File: src/rtl/obi_arb_pkg.sv
// Shared types and helpers for the OBI round-robin arbiter and its response FIFO.
// Build option: OBI_RR_ARBITER_FIXED_PRIO_EN (see obi_rr_arbiter.sv).
package obi_arb_pkg;

    // Bit count needed to index n entries, never less than one bit.
    function automatic int unsigned clog2_min1(input int unsigned n);
        return (n <= 2) ? 1 : $clog2(n);
    endfunction

    // Byte-enable width for a given data width.
    function automatic int unsigned be_width(input int unsigned data_w);
        return data_w / 8;
    endfunction

    // Upper bound on NUM_PORTS; the port index type is sized from it.
    localparam int unsigned MAX_PORTS  = 64;
    localparam int unsigned PORT_IDX_W = clog2_min1(MAX_PORTS);

    typedef logic [PORT_IDX_W-1:0] port_idx_t;

endpackage

File: src/rtl/obi_arb_resp_fifo.sv
// Synchronous FIFO of port indices that records grant order for response routing.
// Build option: none.
module obi_arb_resp_fifo
    import obi_arb_pkg::*;
#(
    parameter int unsigned DEPTH = 4,
    parameter int unsigned WIDTH = 1
) (
    input  logic             clk_i,
    input  logic             rst_i,
    input  logic             push_i,
    input  logic [WIDTH-1:0] data_i,
    input  logic             pop_i,
    output logic             full_c,
    output logic             empty_c,
    output logic [WIDTH-1:0] head_c
);

    localparam int unsigned PTR_W = clog2_min1(DEPTH);
    localparam int unsigned CNT_W = $clog2(DEPTH) + 1;

    logic [WIDTH-1:0] mem [DEPTH];
    logic [PTR_W-1:0] wr_ptr;
    logic [PTR_W-1:0] rd_ptr;
    logic [CNT_W-1:0] count;
    logic             do_push;
    logic             do_pop;

    function automatic logic [PTR_W-1:0] next_ptr(input logic [PTR_W-1:0] p);
        return (p == PTR_W'(DEPTH - 1)) ? '0 : p + 1'b1;
    endfunction

    assign full_c  = (count == CNT_W'(DEPTH));
    assign empty_c = (count == '0);
    assign head_c  = mem[rd_ptr];
    assign do_push = push_i && !full_c;
    assign do_pop  = pop_i && !empty_c;

    // Pointer and occupancy bookkeeping.
    always_ff @(posedge clk_i or posedge rst_i) begin
        if (rst_i) begin
            wr_ptr <= '0;
            rd_ptr <= '0;
            count  <= '0;
        end else begin
            if (do_push) wr_ptr <= next_ptr(wr_ptr);
            if (do_pop)  rd_ptr <= next_ptr(rd_ptr);
            case ({do_push, do_pop})
                2'b10:   count <= count + 1'b1;
                2'b01:   count <= count - 1'b1;
                default: count <= count;
            endcase
        end
    end

    // Storage; contents are only meaningful between push and pop, so no reset.
    always_ff @(posedge clk_i) begin
        if (do_push) mem[wr_ptr] <= data_i;
    end

endmodule

File: src/rtl/obi_rr_arbiter.sv
// N-to-1 OBI data-bus arbiter with in-order response routing and sticky error flag.
// Build option: define OBI_RR_ARBITER_FIXED_PRIO_EN for fixed priority (lowest index
// wins, no rotating pointer); otherwise round-robin.
module obi_rr_arbiter
    import obi_arb_pkg::*;
#(
    parameter int unsigned NUM_PORTS       = 2,
    parameter int unsigned ADDR_WIDTH      = 32,
    parameter int unsigned DATA_WIDTH      = 32,
    parameter int unsigned MAX_OUTSTANDING = 4,
    localparam int unsigned BE_WIDTH       = be_width(DATA_WIDTH)
) (
    input  logic                            clk_i,
    input  logic                            rst_i,
    input  logic [NUM_PORTS-1:0]            s_req_i,
    input  logic [NUM_PORTS*ADDR_WIDTH-1:0] s_addr_i,
    input  logic [NUM_PORTS*BE_WIDTH-1:0]   s_be_i,
    input  logic [NUM_PORTS-1:0]            s_we_i,
    input  logic [NUM_PORTS*DATA_WIDTH-1:0] s_wdata_i,
    output logic [NUM_PORTS-1:0]            s_gnt_o,
    output logic [NUM_PORTS-1:0]            s_rvalid_o,
    output logic [NUM_PORTS*DATA_WIDTH-1:0] s_rdata_o,
    output logic                            m_req_o,
    output logic [ADDR_WIDTH-1:0]           m_addr_o,
    output logic [BE_WIDTH-1:0]             m_be_o,
    output logic                            m_we_o,
    output logic [DATA_WIDTH-1:0]           m_wdata_o,
    input  logic                            m_gnt_i,
    input  logic                            m_rvalid_i,
    input  logic [DATA_WIDTH-1:0]           m_rdata_i,
    output logic                            err_o
);

    logic      any_req;
    logic      found;
    logic      transfer;
    logic      fifo_full;
    logic      fifo_empty;
    port_idx_t winner;
    port_idx_t head;

`ifndef OBI_RR_ARBITER_FIXED_PRIO_EN
    port_idx_t rr_ptr;
`endif

    assign any_req  = |s_req_i;
    // Reset gates the request so nothing is offered while state is being cleared.
    assign m_req_o  = any_req && !fifo_full && !rst_i;
    assign transfer = m_req_o && m_gnt_i;

    // Winner select: first requester at/after the pointer, then wrap to the bottom.
    always_comb begin
        winner = '0;
        found  = 1'b0;
`ifndef OBI_RR_ARBITER_FIXED_PRIO_EN
        for (int j = 0; j < NUM_PORTS; j++) begin
            if (!found && s_req_i[j] && (port_idx_t'(j) >= rr_ptr)) begin
                winner = port_idx_t'(j);
                found  = 1'b1;
            end
        end
`endif
        for (int j = 0; j < NUM_PORTS; j++) begin
            if (!found && s_req_i[j]) begin
                winner = port_idx_t'(j);
                found  = 1'b1;
            end
        end
    end

    // Route the winner's payload to the master; all zero when nobody requests.
    always_comb begin
        m_addr_o  = '0;
        m_be_o    = '0;
        m_we_o    = 1'b0;
        m_wdata_o = '0;
        for (int j = 0; j < NUM_PORTS; j++) begin
            if (any_req && (winner == port_idx_t'(j))) begin
                m_addr_o  = s_addr_i[j*ADDR_WIDTH +: ADDR_WIDTH];
                m_be_o    = s_be_i[j*BE_WIDTH +: BE_WIDTH];
                m_we_o    = s_we_i[j];
                m_wdata_o = s_wdata_i[j*DATA_WIDTH +: DATA_WIDTH];
            end
        end
    end

    // Per-port grant and response strobes.
    always_comb begin
        s_gnt_o    = '0;
        s_rvalid_o = '0;
        for (int j = 0; j < NUM_PORTS; j++) begin
            s_gnt_o[j]    = transfer && (winner == port_idx_t'(j));
            s_rvalid_o[j] = m_rvalid_i && !fifo_empty && !rst_i && (head == port_idx_t'(j));
        end
    end

    assign s_rdata_o = {NUM_PORTS{m_rdata_i}};

`ifndef OBI_RR_ARBITER_FIXED_PRIO_EN
    // Advance the rotation past the port that just transferred.
    always_ff @(posedge clk_i or posedge rst_i) begin
        if (rst_i) begin
            rr_ptr <= '0;
        end else if (transfer) begin
            rr_ptr <= (winner == port_idx_t'(NUM_PORTS - 1)) ? '0 : winner + 1'b1;
        end
    end
`endif

    // Sticky flag for a response that has no matching outstanding transaction.
    always_ff @(posedge clk_i or posedge rst_i) begin
        if (rst_i) begin
            err_o <= 1'b0;
        end else if (m_rvalid_i && fifo_empty) begin
            err_o <= 1'b1;
        end
    end

    obi_arb_resp_fifo #(
        .DEPTH (MAX_OUTSTANDING),
        .WIDTH (PORT_IDX_W)
    ) u_resp_fifo (
        .clk_i   (clk_i),
        .rst_i   (rst_i),
        .push_i  (transfer),
        .data_i  (winner),
        .pop_i   (m_rvalid_i),
        .full_c  (fifo_full),
        .empty_c (fifo_empty),
        .head_c  (head)
    );

endmodule
File: config.mk
export PLATFORM = sky130hd
export DESIGN_NAME = obi_rr_arbiter
export DESIGN_NICKNAME = d
export VERILOG_FILES = /design/src/rtl/obi_arb_pkg.sv /design/src/rtl/obi_arb_resp_fifo.sv /design/src/rtl/obi_rr_arbiter.sv
export SDC_FILE = /design/constraint.sdc
export NUM_CORES = 1
export LEC_CHECK = 0
export ABC_CLOCK_PERIOD_IN_PS = 4040
export BUFFER_PORTS_ARGS = -buffer_cell sky130_fd_sc_hd__buf_2
export CORE_AREA = 2 2 123 125
export CTS_CLUSTER_SIZE = 25
export DETAILED_ROUTE_END_ITERATION = 8
export DIE_AREA = 0 0 125 127
export GPL_ROUTABILITY_DRIVEN = 0
export PLACE_DENSITY = 0.43
export RECOVER_POWER = 100
export SYNTH_ARGS = -nofsm -noshare
export SYNTH_HDL_FRONTEND = slang
export SYNTH_SLANG_ARGS = --single-unit
File: constraint.sdc
create_clock -name clk_i -period 4.04 [get_ports clk_i]
set_clock_uncertainty 0.05 [all_clocks]
set_input_delay 0.404 -clock clk_i [delete_from_list [all_inputs] [get_ports clk_i]]
set_output_delay 0.404 -clock clk_i [all_outputs]
set_load 0.01 [all_outputs]
==> flow_summary.toml, run 1 <==
[detailed_routing]
antenna_left = 0
vias_per_cell = 4.03
drcViolationCount = 0
vias = 2165
drtIter0Drc = 48
drt_wl_total_um = 10300
dr.pass1.iters = 4
wl_per_cell_um = 19.1

[global_route]
grt_overflow = 0
gr-usage-all-layers = 0.119
grt_max_degree = 49
grt_pass1_wl_um = 14200
antenna_found_initial = 0
grt_pass1_vias = 2221

[floorplan]
rows = 44
die_area_mm2 = 0.0159
start_util = 0.130
ios = 315
core_mm2 = 0.0144
die_h_um = 127
die_x_um = 125

[synth]
ys_warn_count = 0
synthXorXnorAreaFrac = 0.0140
avgSynthCellArea_um2 = 9.06
synth_nets = 390
synthAdderAreaFrac = 0.0507
ys_ff_latch = 13
synth_cells = 207
yosysSeqAreaShare = 0.184
netlist_area_mm2 = 0.00188
synth.mux.area_fraction = 0.0407
synth-simple-area-share = 0.0614
synth_compound_area_frac = 0.342
synth_top_family_by_area = "compound AO/OA/AOI/OAI gates"
synth.distinct_cells = 25

[sta]
whs_ns = 0.137
slew_viol_final = 0
rsz0062_at_grt = "no"
setup_viol = 0
max_slew.worst_pin.slew_ns = 1.44
hold_violations = 0
period_minus_slack_ns = 3.12
setup-tns-final_ns = 0
fin_crit_sh = 0.771
relSlewSlack = 0.0261
clock.fmax_ghz = 0.321

[layout]
drive_above_1_share = 0.456
multi_input_area_um2 = 946
syn_to_final_growth_pct = 41.5
finalNetCount = 537
diodes = 0
fill_cells = 1673
final-seq-area_um2 = 345

[worst_setup_path]
cp-end-kind = "output pin"
crit_path_start = "rr_ptr[0]"
cp_max_fo = 48
crit_chain = "a21boi_4 -> clkbuf_2 -> a22o_1 -> clkbuf_1"
r2r_start = "u_resp_fifo.count[2]"
required_ns = 3.59
worst_path_max_delay_cell = "clkbuf_2"
critical_path_class = "register to output pin"
critPathMaxStageDelay_ns = 0.86
arrival_ns = 2.66
start_kind = "register"

[cts]
postCtsSetupRepairBufs = 0
htreeDepth = 1
cts_root_buf = "clkbuf_16"
cts_buffers = 3
cts_tree = "done"
clkSinkCount = 13
cts.path.max_buffers = 2
worstSkewPairLatency_ns = 0.24
ctsHoldBuffers = 0
path_clk_slew_ns = 0.04
cts_resized = 0

[placed_design]
post-dp-hpwl_um = 8910
portBuffers = 218

[pwr]
ir_drop_mv = 0.131
pwr_density_cell_mw_per_mm2 = 400
leakage_nw = 1.32

[outcome]
status = "completed"

[hold_path]
hold_path_class = "input pin to asynchronous set/reset pin"

[flow_run]
cap_viol_max_count = 0
-- routing by layer --
| metal | track usage | part of all wire |
|---|---|---|
| met1 | 0.126 | 0.36 |
| met2 | 0.231 | 0.53 |
| met3 | 0.0410 | 0.097 |
| met4 | 0.0170 | 0.013 |
| met5 | 0 | 0 |
-- placed cells by master (no fill, tap or decap) --
cell type / n
buf_2: 145
mux2i_1: 2
clkbuf_16: 3
mux2_2: 3
and3_1: 1
ha_1: 6
nor3_1: 4
o31ai_1: 1
xor2_1: 2
nor2_1: 4
nor4b_1: 1
xnor2_1: 1
a21boi_4: 1
edfxtp_1: 4
a21o_1: 2
a21boi_0: 1
clkbuf_2: 1
mux4_2: 1
nor3b_1: 1
a22o_1: 69
and2_2: 5
dfrtp_1: 9
buf_4: 2
inv_1: 9
clkbuf_1: 74
fa_1: 1
-- critical path, delay by kind of cell, from the launching register on --
kind | cells | cell delay [ns]
compound gates | 2 | 0.92
buf+inv | 2 | 1.05
flops | 1 | 0.40
-- area by class of cell --
type,instances,share of cell area
Timing Repair Buffer,221,0.384
Inverter,9,0.0127
Sequential cell,13,0.130
Tap cell,184,0.0868
Clock buffer,4,0.0297
Multi-Input combinational cell,106,0.356
-- synth_stat cells, drive strengths merged --
master / number / share of area
xnor2: 1 / 0.0047
a21o: 2 / 0.0080
and3: 1 / 0.0033
xor2: 2 / 0.0093
mux2: 3 / 0.018
clkbuf: 6 / 0.012
nor3b: 1 / 0.0067
fa: 1 / 0.011
nor4b: 1 / 0.013
a22o: 69 / 0.32
buf: 73 / 0.28
nor2: 4 / 0.0080
inv: 9 / 0.018
edfxtp: 4 / 0.064
mux2i: 2 / 0.011
and2: 5 / 0.020
a21boi: 2 / 0.0080
mux4: 1 / 0.012
o31ai: 1 / 0.0040
dfrtp: 9 / 0.12
ha: 6 / 0.040
nor3: 4 / 0.011
-- flip-flops by register name, summed over array words and instances (netlist names) --
| name | cells |
|---|---|
| u_resp_fifo.rd_ptr | 2 |
| u_resp_fifo.wr_ptr | 2 |
| u_resp_fifo.count | 3 |
| err_o | 1 |
| rr_ptr | 1 |
| u_resp_fifo.mem | 4 |
-- path summary, 6_finish.rpt --
kind	endpoint	slack, ns	cells after the start
max	m_wdata_o[4]	0.92	4
min	u_resp_fifo.rd_ptr[1]	0.14	2
max reg2reg	u_resp_fifo.count[2]	1.01	9
min reg2reg	err_o	0.40	1
max in group asynchronous	u_resp_fifo.wr_ptr[0]	3.52	2
min in group clk_i	err_o	0.34	2
-- metrics by stage --
step	power [mW]	cells	util	instance area (um2)	setup WS (ns)
finish	1.06	537	0.184	2650	0.924
global route	1.17	537	0.184	2650	0.700
CTS	1.12	537	0.193	2780	1.24
detailed placement	0.933	533	0.187	2700	1.34
global placement	0.914	533	0.187	2700	1.41
floorplan	0.698	207	-	1880	2.01
-- power by group --
part,switching (mW),leakage [nW],internal [mW]
sequential,0.0504,0.140,0.189
clock,0.0514,0.0382,0.133
combinational,0.352,1.14,0.287
total,0.454,1.32,0.609
-- kinds of logic after synthesis --
group	Yosys count
XOR/XNOR	3
flip-flops	13
buffers and inverters	88
adder cells (fa/ha/maj)	7
multiplexers	6
AO/OA/AOI/OAI	74
AND/OR/NAND/NOR	16
Power figures use the tool's default switching activity.
==> run 2: changes to the inputs <==
Settings changed: ABC_CLOCK_PERIOD_IN_PS 4040 to 2760, CORE_AREA 2 2 123 125 to 2 2 121 123, DIE_AREA 0 0 125 127 to 0 0 123 125, PLACE_DENSITY 0.43 to 0.46.
Clock period 4.04 ns to 2.76 ns, I/O delays scaled along.
==> run 2 against run 1 <==
  * Clock power increased by 53%
  * Count of clock-buffer cells in the layout down 1
  * Flip-flop and latch count unchanged
  * Hold slack worse by 0.10 ns
  * Cell area up 1.4%
  * Register-to-register slack got worse by 0.57 ns
  * Global-route usage grew 0.26 points
  * First-iteration DRC count up 100%
  * Critical path type unchanged
  * Largest power group unchanged
  * Highest routed layer unchanged
==> flow_summary.toml, run 2 (same netlist as run 1, synthesis figures left out) <==
[sta]
slew_viol_final = 0
finalWorstSetupSlack_ns = 0.346
rsz0062_at_grt = "no"
hold_violations = 0
clock.fmax_ghz = 0.414
period_minus_slack_ns = 2.41
relSlewSlack = 0.480
setup-tns-final_ns = 0
whs_ns = 0.0355
max_slew.worst_pin.slew_ns = 0.780
fin_crit_sh = 0.875
setup_viol = 0

[cts]
path_clk_slew_ns = 0.05
cts_tree = "done"
cts.path.max_buffers = 2
clkSinkCount = 13
cts_root_buf = "clkbuf_16"
cts_buffers = 3
ctsHoldBuffers = 0
cts_resized = 0
htreeDepth = 1
postCtsSetupRepairBufs = 0
worstSkewPairLatency_ns = 0.24

[detailed_routing]
drcViolationCount = 0
top_layer = "met4"
wl_per_cell_um = 18.7
m1WireLength_um = 3320
wl_met2_um = 5340
met3WireLength_um = 1140
antenna_left = 0
drt_wl_total_um = 10100
vias_per_cell = 4.00
vias = 2164
drtIter0Drc = 97
dr.pass1.iters = 4

[global_route]
grt_overflow = 0
antenna_found_initial = 8
gr-usage-all-layers = 0.121
grt_pass1_wl_um = 13400
grt_max_degree = 41
grt_pass1_vias = 2095

[layout]
syn_to_final_growth_pct = 43.4
final_common_cell = "buf_2"
fill_cells = 1641
finalNetCount = 540
final_util = 0.189
layoutNonFillerInstCount = 541
largestRegisters = "u_resp_fifo.mem: 4 flops, u_resp_fifo.count: 3 flops"
largest_reg_flops = 4
final-seq-area_um2 = 345
drive_above_1_share = 0.458
largest-register = "u_resp_fifo.mem"
most-common-layout-cells = "buf_2 (143), clkbuf_1 (77), a22o_1 (69)"
multi_input_area_um2 = 966

[pwr]
p_int_mw = 0.889
p_sw_mw = 0.660
clkPwrFrac = 0.181
p_comb_frac = 0.592
pwr_density_cell_mw_per_mm2 = 576
ir_drop_mv = 0.224
leakage_nw = 1.33
sequentialPowerShare = 0.227
switching_share = 0.426

[placed_design]
place_ws_ns = 0.523
portBuffers = 218
post-dp-hpwl_um = 8940
dp.cells = 536

[floorplan]
rows = 44
die_x_um = 123
die_area_mm2 = 0.0154
die_h_um = 125
core_mm2 = 0.0142
start_util = 0.132
ios = 315

[flow_run]
cap_viol_max_count = 0

[worst_setup_path]
start_kind = "register"
cp-end-kind = "output pin"
arrival_ns = 2.09
cp_max_fo = 40
required_ns = 2.43
critical_path_class = "register to output pin"
rr_worst_depth = 10

[outcome]
status = "completed"

[hold_path]
hold_path_class = "input pin to asynchronous set/reset pin"
-- run 2: cell count changes in the layout (fill, tap and decap cells not counted), sizes merged --
| cell | before | now |
|---|---|---|
| clkinv | 0 | 1 |
| clkbuf | 78 | 81 |
| diode | 0 | 1 |
| buf | 147 | 146 |
-- run 2: layout make-up --
cell class / count / area share
Clock inverter: 1 / 0.00186
Multi-Input combinational cell: 106 / 0.359
Antenna cell: 1 / 0.000930
Sequential cell: 13 / 0.128
Inverter: 9 / 0.0126
Tap cell: 184 / 0.0856
Timing Repair Buffer: 224 / 0.384
Clock buffer: 3 / 0.0279
-- run 2: final timing paths --
check                                     startpoint                     to  slack [ns]
worst max register to register  u_resp_fifo.count[0]   u_resp_fifo.count[2]        0.44
worst min register to register                 err_o                  err_o        0.40
max in group asynchronous                      rst_i                  err_o        2.34
worst max-delay path                       rr_ptr[0]           m_wdata_o[3]        0.35
min in group clk_i                        m_rvalid_i                  err_o        0.20
worst min-delay path                           rst_i  u_resp_fifo.rd_ptr[0]        0.04
-- run 2: per-stage QoR --
stage,total power [mW],area (um2)
finish,1.55,2690
global route,1.68,2690
CTS,1.63,2800
detailed placement,1.34,2720
global placement,1.33,2720
floorplan,1.02,1880
-- run 2: worst max-delay path: stages, from the launching register on --
cell and delay (ns):
dfrtp_1 0.38, inv_1 0.07, a21boi_0 0.21, clkbuf_2 0.65, a22o_1 0.32, clkbuf_1 0.19
-- run 2: layer usage --
layer | track usage | vias to the layer above
met5 | 0 | -
met4 | 0.0401 | 0
met3 | 0.0424 | 42
met2 | 0.228 | 136
met1 | 0.123 | 981
li1 | - | 1005
-- run 2: power by group through the flow --
stage | clock network, mW | logic, mW | registers [mW]
6_report | 0.281 | 0.917 | 0.352
5_1_grt | 0.294 | 1.03 | 0.361
4_1_cts | 0.286 | 0.993 | 0.351
3_5_place_dp | 0 | 0.987 | 0.355
3_3_place_gp | 0 | 0.982 | 0.349
2_1_floorplan | 0 | 0.682 | 0.339
==> run 3: changes to the inputs <==
Settings changed: CTS_CLUSTER_DIAMETER from default to 100, PLACE_DENSITY 0.46 to 0.58.
==> run 3 against run 2 <==
  * Count of clock-buffer cells in the layout up 1
  * Routed wire length fell by 19%
  * Die area unchanged
  * Utilization unchanged
  * Clock power decreased by 3%
==> flow_summary.toml, run 3 (same netlist as run 1, synthesis figures left out) <==
[placed_design]
post-dp-hpwl_um = 6990
placed_area_mm2 = 0.00272
place_ws_ns = 0.537
portBuffers = 218

[pwr]
ir_drop_mv = 0.181
pwr_density_cell_mw_per_mm2 = 580
total_power_mw = 1.56
leakage_nw = 1.33

[detailed_routing]
dr.pass1.iters = 4
wl_per_cell_um = 15.2
vias = 2112
antenna_left = 0
vias_per_cell = 3.93
drcViolationCount = 0
drt_wl_total_um = 8160
drtIter0Drc = 69

[worst_setup_path]
required_ns = 2.87
worst-r2r-setup-slack_ns = 0.44
critical_path_class = "register to register"
cp_max_fo = 9
cp-end-kind = "register"
worst_path_max_delay_cell = "dfrtp_1"
path_delay_family = "adder cells"
critPathMaxStageDelay_ns = 0.43
cp.buffers_inverters = 3
crit_path_start = "u_resp_fifo.count[0]"
start_kind = "register"
crit_chain = "nor3b_2 -> nor4b_4 -> clkbuf_1 -> inv_1 -> ha_1 -> inv_1 -> fa_1 -> xor2_1 -> nor2_1 -> xor2_1"
r2r_start = "u_resp_fifo.count[0]"
arrival_ns = 2.43

[sta]
max_slew.worst_pin.slew_ns = 0.575
period_minus_slack_ns = 2.32
setup_viol = 0
setup-tns-final_ns = 0
clock.fmax_ghz = 0.431
hold_violations = 0
relSlewSlack = 0.614
slew_viol_final = 0
finalWorstSetupSlack_ns = 0.441
rsz0062_at_grt = "no"
fin_crit_sh = 0.840

[floorplan]
rows = 44
die_x_um = 123
core_mm2 = 0.0142
ios = 315
die_area_mm2 = 0.0154
die_h_um = 125
start_util = 0.132

[layout]
final_common_cell = "buf_2"
largest_reg_flops = 4
drive_above_1_share = 0.455
final_util = 0.189
diodes = 0
syn_to_final_growth_pct = 43.4
stdcell_area_mm2 = 0.00269
finalNetCount = 538
most-common-layout-cells = "buf_2 (143), clkbuf_1 (77), a22o_1 (69)"
fill_cells = 1660
largest-register = "u_resp_fifo.mem"
largestRegisters = "u_resp_fifo.mem: 4 flops, u_resp_fifo.count: 3 flops"

[cts]
postCtsSetupRepairBufs = 0
cts_resized = 0
cts_buffers = 3
path_clk_slew_ns = 0.04
worstSkewPairLatency_ns = 0.24
cts_root_buf = "clkbuf_16"
clkSinkCount = 13
cts_tree = "done"
ctsHoldBuffers = 0
htreeDepth = 1
cts.path.max_buffers = 2

[global_route]
grt_pass1_wl_um = 11100
antenna_found_initial = 0
grt_overflow = 0
gr-usage-all-layers = 0.0946
grt_pass1_vias = 1979
grt_max_degree = 70

[outcome]
status = "completed"

[flow_run]
cap_viol_max_count = 0

[hold_path]
hold_path_class = "input pin to asynchronous set/reset pin"
run 3: cell count changes in the layout (fill, tap and decap cells not counted):
cell      previous run  this run
buf_12               0         1
diode_2              1         0
buf_4                3         2
clkbuf_2             1         0
clkinv_2             1         0
run 3: stage by stage:
| step | std cells | hold WS (ns) |
|---|---|---|
| 2_1_floorplan | 207 | 0.0590 |
| 3_3_place_gp | 534 | 0.276 |
| 3_5_place_dp | 534 | 0.269 |
| 4_1_cts | 538 | 0.0127 |
| 5_1_grt | 538 | 0.0652 |
| 6_report | 538 | 0.0384 |
run 3: where the power goes:
| group | internal, mW | switching [mW] |
|---|---|---|
| Clock | 0.195 | 0.0784 |
| Combinational | 0.428 | 0.505 |
| Sequential | 0.277 | 0.0790 |
run 3: path summary, 6_finish.rpt:
check | to | cells after the start
worst max-delay path | u_resp_fifo.count[2] | 10
worst min-delay path | rr_ptr[0] | 2
worst max register to register | u_resp_fifo.count[2] | 10
worst min register to register | err_o | 1
max in group asynchronous | u_resp_fifo.count[2] | 2
min in group clk_i | err_o | 2
run 3: worst register-to-register path, delay by kind of cell, from the launching register on:
family | cells | cell delay (ns)
adder cells (fa/ha/maj) | 2 | 0.56
buffers and inverters | 3 | 0.40
AND/OR/NAND/NOR | 3 | 0.51
flip-flops | 1 | 0.43
XOR/XNOR | 2 | 0.31
run 3: layout make-up:
class                           count  area, um2  share of cell area
Sequential cell                    13        345               0.128
Timing Repair Buffer              222       1040               0.385
Tap cell                          184        230              0.0856
Clock buffer                        4       78.8              0.0293
Inverter                            9       33.8              0.0126
Multi-Input combinational cell    106        966               0.359
run 3: per-layer routing:
layer / track usage / share of wire / vias to the layer above
met5: 0 / 0 / -
met4: 0.0321 / 0.025 / 0
met3: 0.0228 / 0.087 / 33
met2: 0.164 / 0.48 / 129
met1: 0.113 / 0.40 / 955
li1: - / - / 995
